## config.mk

```make
export PLATFORM = sky130hd
export DESIGN_NAME = imem_loader
export DESIGN_NICKNAME = d
export VERILOG_FILES = /design/src/rtl/imem_loader.sv
export SDC_FILE = /design/constraint.sdc
export NUM_CORES = 1
export LEC_CHECK = 0
export ABC_AREA = 0
export CAP_MARGIN = 20
export CORE_MARGIN = 3
export CORE_UTILIZATION = 48
export DETAILED_ROUTE_END_ITERATION = 8
export GPL_TIMING_DRIVEN = 0
export PLACE_DENSITY = 0.79
export SYNTH_ARGS = -nofsm -noshare
export SYNTH_HDL_FRONTEND = slang
export SYNTH_SLANG_ARGS = --single-unit
```

## constraint.sdc

```tcl
create_clock -name clk -period 3.4 [get_ports clk]
set_input_delay 0.34 -clock clk [delete_from_list [all_inputs] [get_ports clk]]
set_output_delay 0.34 -clock clk [all_outputs]
set_load 0.1 [all_outputs]
```

## src/rtl/imem_loader.sv

```systemverilog
// imem_loader: receives a program over a byte stream and writes it into instruction memory
// while holding the CPU in reset.
//
// Stream: N[7:0], N[15:8], 4*N payload bytes (little-endian words), one XOR checksum byte.
//
// Ports:
//   clk           clock; all state changes on the rising edge
//   rst           asynchronous active-high reset
//   start_i       one-cycle load request (honoured in idle, done and error)
//   byte_valid_i  upstream byte valid
//   byte_data_i   upstream byte
//   byte_ready_o  loader accepts a byte this cycle
//   addr_o        imem byte address (word aligned)
//   wr_data_o     imem write data
//   wr_en_o       imem write enable, one cycle per word
//   words_o       words written during the current load
//   busy_o        load in progress
//   done_o        load completed with a matching checksum
//   err_o         load failed (oversized header or checksum mismatch)
//   cpu_hold_o    CPU held in reset; loader owns the imem address port
module imem_loader #(
  parameter int unsigned DEPTH     = 1024,
  parameter logic [31:0] BASE_ADDR = 32'h0000_0000
) (
  input  logic        clk,
  input  logic        rst,
  input  logic        start_i,
  input  logic        byte_valid_i,
  input  logic [7:0]  byte_data_i,
  output logic        byte_ready_o,
  output logic [31:0] addr_o,
  output logic [31:0] wr_data_o,
  output logic        wr_en_o,
  output logic [10:0] words_o,
  output logic        busy_o,
  output logic        done_o,
  output logic        err_o,
  output logic        cpu_hold_o
);

  typedef enum logic [2:0] {
    StIdle,
    StHdr0,
    StHdr1,
    StLoad,
    StCheck,
    StDone,
    StError
  } state_e;

  state_e      state_q, state_d;
  logic [15:0] n_q, n_d;
  logic [1:0]  byte_idx_q, byte_idx_d;
  logic [23:0] word_buf_q, word_buf_d;
  logic [10:0] words_q, words_d;
  logic [7:0]  csum_q, csum_d;
  logic [31:0] addr_q, addr_d;
  logic [31:0] wdata_q, wdata_d;
  logic        wr_en_q, wr_en_d;

  logic        xfer;
  logic [15:0] n_full;
  logic        last_word;

  always_ff @(posedge clk or posedge rst) begin
    if (rst) begin
      state_q    <= StIdle;
      n_q        <= '0;
      byte_idx_q <= '0;
      word_buf_q <= '0;
      words_q    <= '0;
      csum_q     <= '0;
      addr_q     <= BASE_ADDR;
      wdata_q    <= '0;
      wr_en_q    <= 1'b0;
    end else begin
      state_q    <= state_d;
      n_q        <= n_d;
      byte_idx_q <= byte_idx_d;
      word_buf_q <= word_buf_d;
      words_q    <= words_d;
      csum_q     <= csum_d;
      addr_q     <= addr_d;
      wdata_q    <= wdata_d;
      wr_en_q    <= wr_en_d;
    end
  end

  // Moore-style handshake: ready depends only on the state.
  always_comb begin
    byte_ready_o = 1'b0;
    unique case (state_q)
      StHdr0, StHdr1, StLoad, StCheck: byte_ready_o = 1'b1;
      default:                         byte_ready_o = 1'b0;
    endcase
  end

  assign xfer      = byte_valid_i && byte_ready_o;
  assign n_full    = {byte_data_i, n_q[7:0]};
  // Word being completed now is the last one of the program.
  assign last_word = ({5'b0, words_q} + 16'd1) == n_q;

  always_comb begin
    state_d    = state_q;
    n_d        = n_q;
    byte_idx_d = byte_idx_q;
    word_buf_d = word_buf_q;
    words_d    = words_q;
    csum_d     = csum_q;
    addr_d     = addr_q;
    wdata_d    = wdata_q;
    wr_en_d    = 1'b0;

    unique case (state_q)
      StIdle, StDone, StError: begin
        if (start_i) begin
          state_d    = StHdr0;
          words_d    = '0;
          csum_d     = '0;
          byte_idx_d = '0;
        end
      end
      StHdr0: begin
        if (xfer) begin
          n_d[7:0] = byte_data_i;
          state_d  = StHdr1;
        end
      end
      StHdr1: begin
        if (xfer) begin
          n_d = n_full;
          if (32'(n_full) > DEPTH) begin
            state_d = StError;
          end else if (n_full == 16'd0) begin
            state_d = StCheck;
          end else begin
            state_d = StLoad;
          end
        end
      end
      StLoad: begin
        if (xfer) begin
          csum_d     = csum_q ^ byte_data_i;
          byte_idx_d = byte_idx_q + 2'd1;
          unique case (byte_idx_q)
            2'd0: word_buf_d[7:0]   = byte_data_i;
            2'd1: word_buf_d[15:8]  = byte_data_i;
            2'd2: word_buf_d[23:16] = byte_data_i;
            default: begin
              wdata_d = {byte_data_i, word_buf_q};
              addr_d  = BASE_ADDR + {19'b0, words_q, 2'b00};
              wr_en_d = 1'b1;
              words_d = words_q + 11'd1;
              if (last_word) begin
                state_d = StCheck;
              end
            end
          endcase
        end
      end
      StCheck: begin
        if (xfer) begin
          state_d = (byte_data_i == csum_q) ? StDone : StError;
        end
      end
      default: state_d = StIdle;
    endcase
  end

  assign addr_o     = addr_q;
  assign wr_data_o  = wdata_q;
  assign wr_en_o    = wr_en_q;
  assign words_o    = words_q;
  assign busy_o     = byte_ready_o;
  assign done_o     = (state_q == StDone);
  assign err_o      = (state_q == StError);
  assign cpu_hold_o = (state_q != StDone);

endmodule
```

==> metrics, run 1 <==
status complete, no violations; largest net degree at the start of global routing 67; CTS Root Cell clkbuf_8; Ports 93; DRC 0; postcts setup bufs 0; Sequential cell area 0.00270 sq mm; hold_buf cts 0; Setup WS post-layout 0.414 ns; Hold Slack 0.359 ns; Hold Path Class in -> async; vias per cell 5.17; Layout Nets 605; commonest non-fill, non-tap cells in the layout dfrtp_1, nand2_1, clkdlybuf4s50_1; DR WL/cell 15.3 um; dpl ws 0.810 ns; placed cells 713; Slew HR 34.0%; Final min period 2.99 ns; unrepaired setup endpoints after global routing false; filler instances 893; worst skew pair latency 0.37 ns; RePlAce Congestion 0.837; DIE HEIGHT 109 um; Num CTS Buffers 9; Clock Tree Buf Depth 2; critical path startpoint state_q[1]; CP arrival 2.65 ns; max-slew violation count 0; global-route wire length before repair 18500 um; period utilization 87.8%; Mapped Cells 492; initial antenna violation count 0; CTS tree done; Tot GR Track Use 19.7%; DRT Pass-1 Iters 5; crit path max fanout 10; vias in the first global route 3762; vias post-DR 3766; Setup violations, final 0; critical path class reg -> out; area taken by multi-input logic gates 0.00217 sq mm; share of cells above drive strength 1 20.9%; Die X 109 um; synthesized area per cell 10.4 sq um; R2R cell count 7; CTS H-tree depth 3; Startpoint Class register; Initial Util 49.5%; # diodes 0; P&R area growth vs syn 21.4%; Max Cap Viol 0; synth warn 0; Total Routed Length 11100 um; GRT Residual Overflow 0; initial DRC count 203; clk sinks 108; commonest non-fill, non-tap cell in the layout dfrtp_1; # rows 37; Port Buf Inserts 64; Peak VDD IR 0.745 mV; Cell Area, Synth 0.00514 sq mm; Pwr Density 963 mW/mm^2; Peak Freq 335 MHz; CP Data Required Time 3.06 ns; Detailed Place HPWL 7920 um; clock-pin slew on the worst setup and hold paths 0.10 ns; Seq/Total Area, Yosys 52.6%; post-route insts no fill 728; Worst Skew 0.00875 ns; final number of hold-violating endpoints 0; Slew @ Worst Pin 0.987 ns; critical path endpoint category output pin; ANT nets after route 0; cts repair resizes 0; post-synthesis sequential element count 108; distinct cell type count after synthesis 46; Leak Pwr 2.93 nW; core area 0.0104 sq mm; RR Startpoint words_o[0]; Die Area 0.0120 sq mm
==> through the flow <==
step	setup TNS [ns]	utilization [%]	total power [mW]	instance area [sq um]
floorplan	0	-	4.57	5210
global placement	-133.41	58.1	5.20	6020
detailed placement	0	58.4	5.28	6050
CTS	0	60.1	6.04	6240
global route	0	60.1	6.31	6240
finish	0	60.1	6.00	6240
==> critical path, cell delays in order, from the launching register on <==
cell and delay (ns):
dfrtp_1 0.45, buf_4 0.20, nor2_1 0.20, xnor2_1 0.18, buf_4 0.14, clkdlybuf4s50_1 1.12
==> synthesized netlist by cell type, drive strengths merged <==
library cell	instances	area share, %
and4	2	0.34
inv	7	0.51
a21boi	1	0.15
nor4	7	0.97
xnor2	14	2.4
a21o	1	0.15
or4	1	0.15
ha	5	1.2
nand3	7	0.78
a211oi	1	0.15
nand3b	1	0.15
conb	1	0.073
and3	5	0.73
o221ai	1	0.17
buf	42	5.3
nor2	29	2.1
or3	1	0.12
a22o	2	0.34
dfrtp	108	53
nand2	100	7.4
mux2	60	13
a211o	1	0.17
xor2	16	2.7
nand2b	2	0.24
and2	2	0.24
a31oi	3	0.37
nor2b	1	0.12
o21ai	36	3.5
nand4	3	0.37
a21oi	5	0.49
o32ai	1	0.17
o41ai	2	0.34
and3b	1	0.17
o31ai	3	0.44
nor3	9	0.88
clkbuf	11	0.85
==> path summary, 6_finish.rpt <==
kind	end	slack, ns
worst max-delay path	byte_ready_o	0.41
worst min-delay path	wr_data_o[20]	0.36
worst max register to register	state_q[1]	1.03
worst min register to register	wr_data_o[4]	0.47
max in group asynchronous	wr_data_o[30]	2.33
min in group clk	csum_q[5]	0.45
==> kinds of logic after synthesis <==
| kind of cell | share of synthesized area, % |
|---|---|
| adder cells (fa/ha/maj) | 1.22 |
| XOR/XNOR | 5.12 |
| multiplexers | 13.2 |
| AO/OA/AOI/OAI | 6.43 |
| flip-flops | 52.6 |
| other | 0.0730 |
| AND/OR/NAND/NOR | 14.7 |
| buffers and inverters | 6.65 |
==> cell type report <==
type                            count  area share (%)
Sequential cell                   108            43.3
Inverter                            7           0.461
Clock inverter                      4           0.522
Tap cell                          136            2.73
Multi-Input combinational cell    344            34.8
Timing Repair Buffer               65            10.7
Buffer                             53            5.06
Clock buffer                       11            2.43
==> state kept, by name (all words and copies together), names as in the netlist <==
| register | cells |
|---|---|
| wr_data_o | 32 |
| state_q | 3 |
| words_o | 11 |
| word_buf_q | 24 |
| byte_idx_q | 2 |
| csum_q | 8 |
| n_q | 16 |
| wr_en_o | 1 |
| addr_o | 11 |
==> metal layers <==
layer / vias to the layer above / track usage, % / wire length [um]
met5: - / 0 / 0
met1: 1838 / 27.3 / 5070
met2: 116 / 32.5 / 5400
met4: 0 / 6.23 / 130
met3: 11 / 2.58 / 539
li1: 1801 / - / -
==> power breakdown <==
group          switching (mW)  internal (mW)  leakage (nW)
Combinational            2.25          0.928          1.44
Sequential              0.318           1.75          1.40
Clock                   0.442          0.310        0.0937
Note: power is estimated with default switching activity, not from simulation.
==> run 2, diff against run 1 <==
CORE_MARGIN = 2   (was 3)
TNS_END_PERCENT = 30   (was default)
==> metrics, run 2 (synthesized netlist as in run 1, its figures left out) <==
commonest non-fill, non-tap cell in the layout dfrtp_1; Detailed Place HPWL 7820 um; total power draw 6.02 mW; placed instance area 0.00604 sq mm; Slew @ Worst Pin 0.980 ns; Port Buf Inserts 64; CP arrival 2.67 ns; Clock Tree Buf Depth 2; Tot GR Track Use 20.3%; worst skew pair latency 0.39 ns; vias in the first global route 3751; RePlAce Congestion 0.868; Critical Path, Cell by Cell buf_4 -> nor2_1 -> xnor2_1 -> buf_4 -> clkdlybuf4s50_1; initial DRC count 150; unrepaired setup endpoints after global routing false; Final Cell Area 0.00623 sq mm; cell class contributing the biggest share of worst-path delay buffers and inverters; Ports 93; CTS Root Cell clkbuf_8; Peak Freq 332 MHz; vias per cell 5.19; Setup violations, final 0; Slew HR 34.5%; # rows 37; largest net degree at the start of global routing 67; share of cells above drive strength 1 21.1%; Setup WS post-layout 0.392 ns; Initial Util 49.5%; # diodes 0; clk sinks 108; core area 0.0104 sq mm; Total Routed Length 11200 um; Layout Nets 605; Hold Slack 0.403 ns; CTS H-tree depth 3; global-route wire length before repair 18300 um; Crit path buffers/inverters 3; final core utilization 60.1%; DIE HEIGHT 107 um; dpl ws 0.812 ns; postcts setup bufs 0; CTS tree done; Peak VDD IR 0.751 mV; vias post-DR 3781; DRT Pass-1 Iters 4; setup TNS 0 ns; crit-path most repeated cell buf_4; Critical Path Max Stage Delay 1.12 ns; CP max-delay cell clkdlybuf4s50_1; period utilization 88.5%; status complete, no violations; Hold Path Class in -> reg; Pwr Density 966 mW/mm^2; Num CTS Buffers 9; ANT nets after route 0; clock-pin slew on the worst setup and hold paths 0.11 ns; cts repair resizes 0; max FFs per register 32; Startpoint Class register; critical path class reg -> out; Die X 107 um; GRT Residual Overflow 0; DR WL/cell 15.3 um; max-slew violation count 0; DRC 0; placed cells 713; P&R area growth vs syn 21.4%; CP Data Required Time 3.06 ns; critical path endpoint category output pin; initial antenna violation count 0; crit path max fanout 10; hold_buf cts 0; Die Area 0.0115 sq mm; Max Cap Viol 0; Leak Pwr 2.93 nW; final number of hold-violating endpoints 0; Final min period 3.01 ns; Worst Skew 0.0150 ns; commonest non-fill, non-tap cells in the layout dfrtp_1, nand2_1, clkdlybuf4s50_1; post-route insts no fill 729
## run 2: worst paths after layout
kind / start / end / slack, ns / depth (start not counted)
max: state_q[1] / byte_ready_o / 0.39 / 5
min: byte_data_i[4] / csum_q[4] / 0.40 / 3
max reg2reg: words_o[0] / state_q[1] / 1.11 / 7
min reg2reg: word_buf_q[15] / wr_data_o[15] / 0.47 / 2
max in group asynchronous: rst / csum_q[4] / 2.22 / 3
min in group asynchronous: rst / wr_data_o[31] / 0.46 / 2
## run 2: layout make-up
cell class	instances	area [sq um]
fill	900	4140
timing repair buffer	65	661
clock inverter	7	66.3
clock buffer	9	124
multi-input combinational	344	2170
tap	136	170
sequential	108	2700
buffer	53	315
inverter	7	28.8
## run 2: worst register-to-register path: stages (launching register included)
cell	delay, ns
dfrtp_1	0.51
ha_1	0.33
nand3_2	0.15
or3_1	0.40
nand3_1	0.09
a31oi_1	0.10
nor4_2	0.46
a21oi_1	0.13
## run 2: power by group
part,leakage [nW],switching (mW),internal [mW]
combinational,1.43,2.26,0.927
sequential,1.40,0.316,1.75
clock,0.0953,0.485,0.285
## run 2: layer usage
| layer | track usage (%) | wire length, um | up-vias |
|---|---|---|---|
| li1 | - | - | 1799 |
| met1 | 26.7 | 4990 | 1854 |
| met2 | 34.2 | 5500 | 113 |
| met3 | 4.18 | 514 | 15 |
| met4 | 5.77 | 150 | 0 |
| met5 | 0 | 0 | - |
==> run 3, diff against run 2 <==
CELL_PAD_IN_SITES_DETAIL_PLACEMENT = 1   (was default)
CELL_PAD_IN_SITES_GLOBAL_PLACEMENT = 1   (was default)
CORE_UTILIZATION = 37   (was 48)
PLACE_DENSITY = 0.78   (was 0.79)
==> metrics, run 3 (synthesized netlist as in run 1, its figures left out) <==
Die Area 0.0148 sq mm; Worst Skew 0.00857 ns; DR WL/cell 16.8 um; DIE HEIGHT 122 um; DRT Pass-1 Iters 4; clk sinks 108; Max Cap Viol 0; commonest non-fill, non-tap cell in the layout dfrtp_1; critical path endpoint category output pin; Pwr Density 992 mW/mm^2; Die X 122 um; Critical Path Max Stage Delay 1.12 ns; Hold Path Class in -> async; unrepaired setup endpoints after global routing false; setup TNS 0 ns; total power draw 6.35 mW; DRC 0; postcts setup bufs 0; CTS H-tree depth 3; share of cells above drive strength 1 21.1%; hold_buf cts 0; Tot GR Track Use 18.2%; vias per cell 5.04; Peak VDD IR 0.613 mV; vias in the first global route 4051; max-slew violation count 0; RR Startpoint words_o[0]; Ports 93; cell class contributing the biggest share of worst-path delay buffers and inverters; Peak Freq 340 MHz; period utilization 86.6%; crit-path most repeated cell inv_1; GRT Residual Overflow 0; CTS Root Cell clkbuf_16; Final min period 2.94 ns; max FFs per register 32; worst reg2reg path endpoint state_q[0]; Setup violations, final 0; core area 0.0137 sq mm; global-route wire length before repair 21100 um; Slew @ Worst Pin 0.986 ns; commonest non-fill, non-tap cells in the layout dfrtp_1, nand2_1, clkdlybuf4s50_1; Total Routed Length 13000 um; ANT nets after route 0; worst skew pair latency 0.35 ns; critical path class reg -> out; CP max-delay cell clkdlybuf4s50_1; vias post-DR 3895; clock-pin slew on the worst setup and hold paths 0.07 ns; Slew HR 34.1%; crit path max fanout 10; Initial Util 37.4%; Detailed Place HPWL 9120 um; initial DRC count 225; Layout Nets 605; R2R cell count 7; placed cells 757; RePlAce Congestion 0.863; status complete, no violations; # diodes 0; Startpoint Class register; largest net degree at the start of global routing 76; P&R area growth vs syn 24.7%; cts repair resizes 0; final number of hold-violating endpoints 0; Port Buf Inserts 64; initial antenna violation count 0; CP Data Required Time 3.06 ns; Leak Pwr 2.98 nW; r2r setup slk 1.00 ns; # rows 43; Clock Tree Buf Depth 2; Num CTS Buffers 9; post-route insts no fill 773; Critical Path, Cell by Cell buf_2 -> inv_1 -> nor2_1 -> nand2_1 -> inv_1 -> clkdlybuf4s50_1; CP arrival 2.60 ns; CTS tree done; Crit path buffers/inverters 4
-- run 3: changes by cell type in the layout (fill, tap and decap cells not counted), sizes merged --
cell	change
inv	-2
clkinv	-1
clkbuf	+3
-- run 3: power by group --
group / leakage, nW / switching (mW) / internal [mW] / total, mW
clock: 0.146 / 0.481 / 0.562 / 1.04
sequential: 1.40 / 0.339 / 1.76 / 2.10
combinational: 1.44 / 2.29 / 0.928 / 3.22
-- run 3: metrics by stage --
| stage | util [%] | area, sq um | setup slack [ns] | hold WS, ns |
|---|---|---|---|---|
| floorplan | - | 5210 | 0.214 | 0.433 |
| global placement | 44.3 | 6080 | -1.27 | 0.443 |
| detailed placement | 44.5 | 6110 | 0.825 | 0.447 |
| CTS | 46.7 | 6400 | 0.442 | 0.383 |
| global route | 46.7 | 6400 | 0.324 | 0.396 |
| finish | 46.7 | 6400 | 0.456 | 0.359 |
-- run 3: cell type report --
class,instances,area [sq um]
fillers,1533,7320
multi-input cells,344,2170
clock inverters,4,30.0
inverters,7,28.8
repair buffers,65,668
flip-flops and latches,108,2700
well taps,180,225
plain buffers,53,315
clock buffers,12,267
-- run 3: worst register-to-register path, delay by kind of cell (launching register included) --
kind                     cells  cell delay (ns)
AO/OA/AOI/OAI                2             0.29
adder cells (fa/ha/maj)      1             0.34
AND/OR/NAND/NOR              4             1.15
flip-flops                   1             0.50
-- run 3: how the worst max path moves through the flow --
stage | cells past startpoint | start | endpoint | slack (ns)
after floorplan | 1 | rst | addr_o[10] | 0.21
after global placement | 2 | rst | wr_data_o[14] | -1.27
after detailed placement | 5 | state_q[1] | byte_ready_o | 0.82
after CTS | 5 | state_q[1] | byte_ready_o | 0.44
after global routing | 5 | state_q[1] | byte_ready_o | 0.32
final | 6 | state_q[0] | done_o | 0.46
-- run 3: layer usage --
metal	vias to the layer above	GRT usage, %	share of wire (%)	routed length (um)
li1	1804	-	-	-
met1	2010	24.4	46	5940
met2	69	30.7	50	6480
met3	12	3.18	3.1	399
met4	0	4.53	1.2	153
met5	-	0	0	0
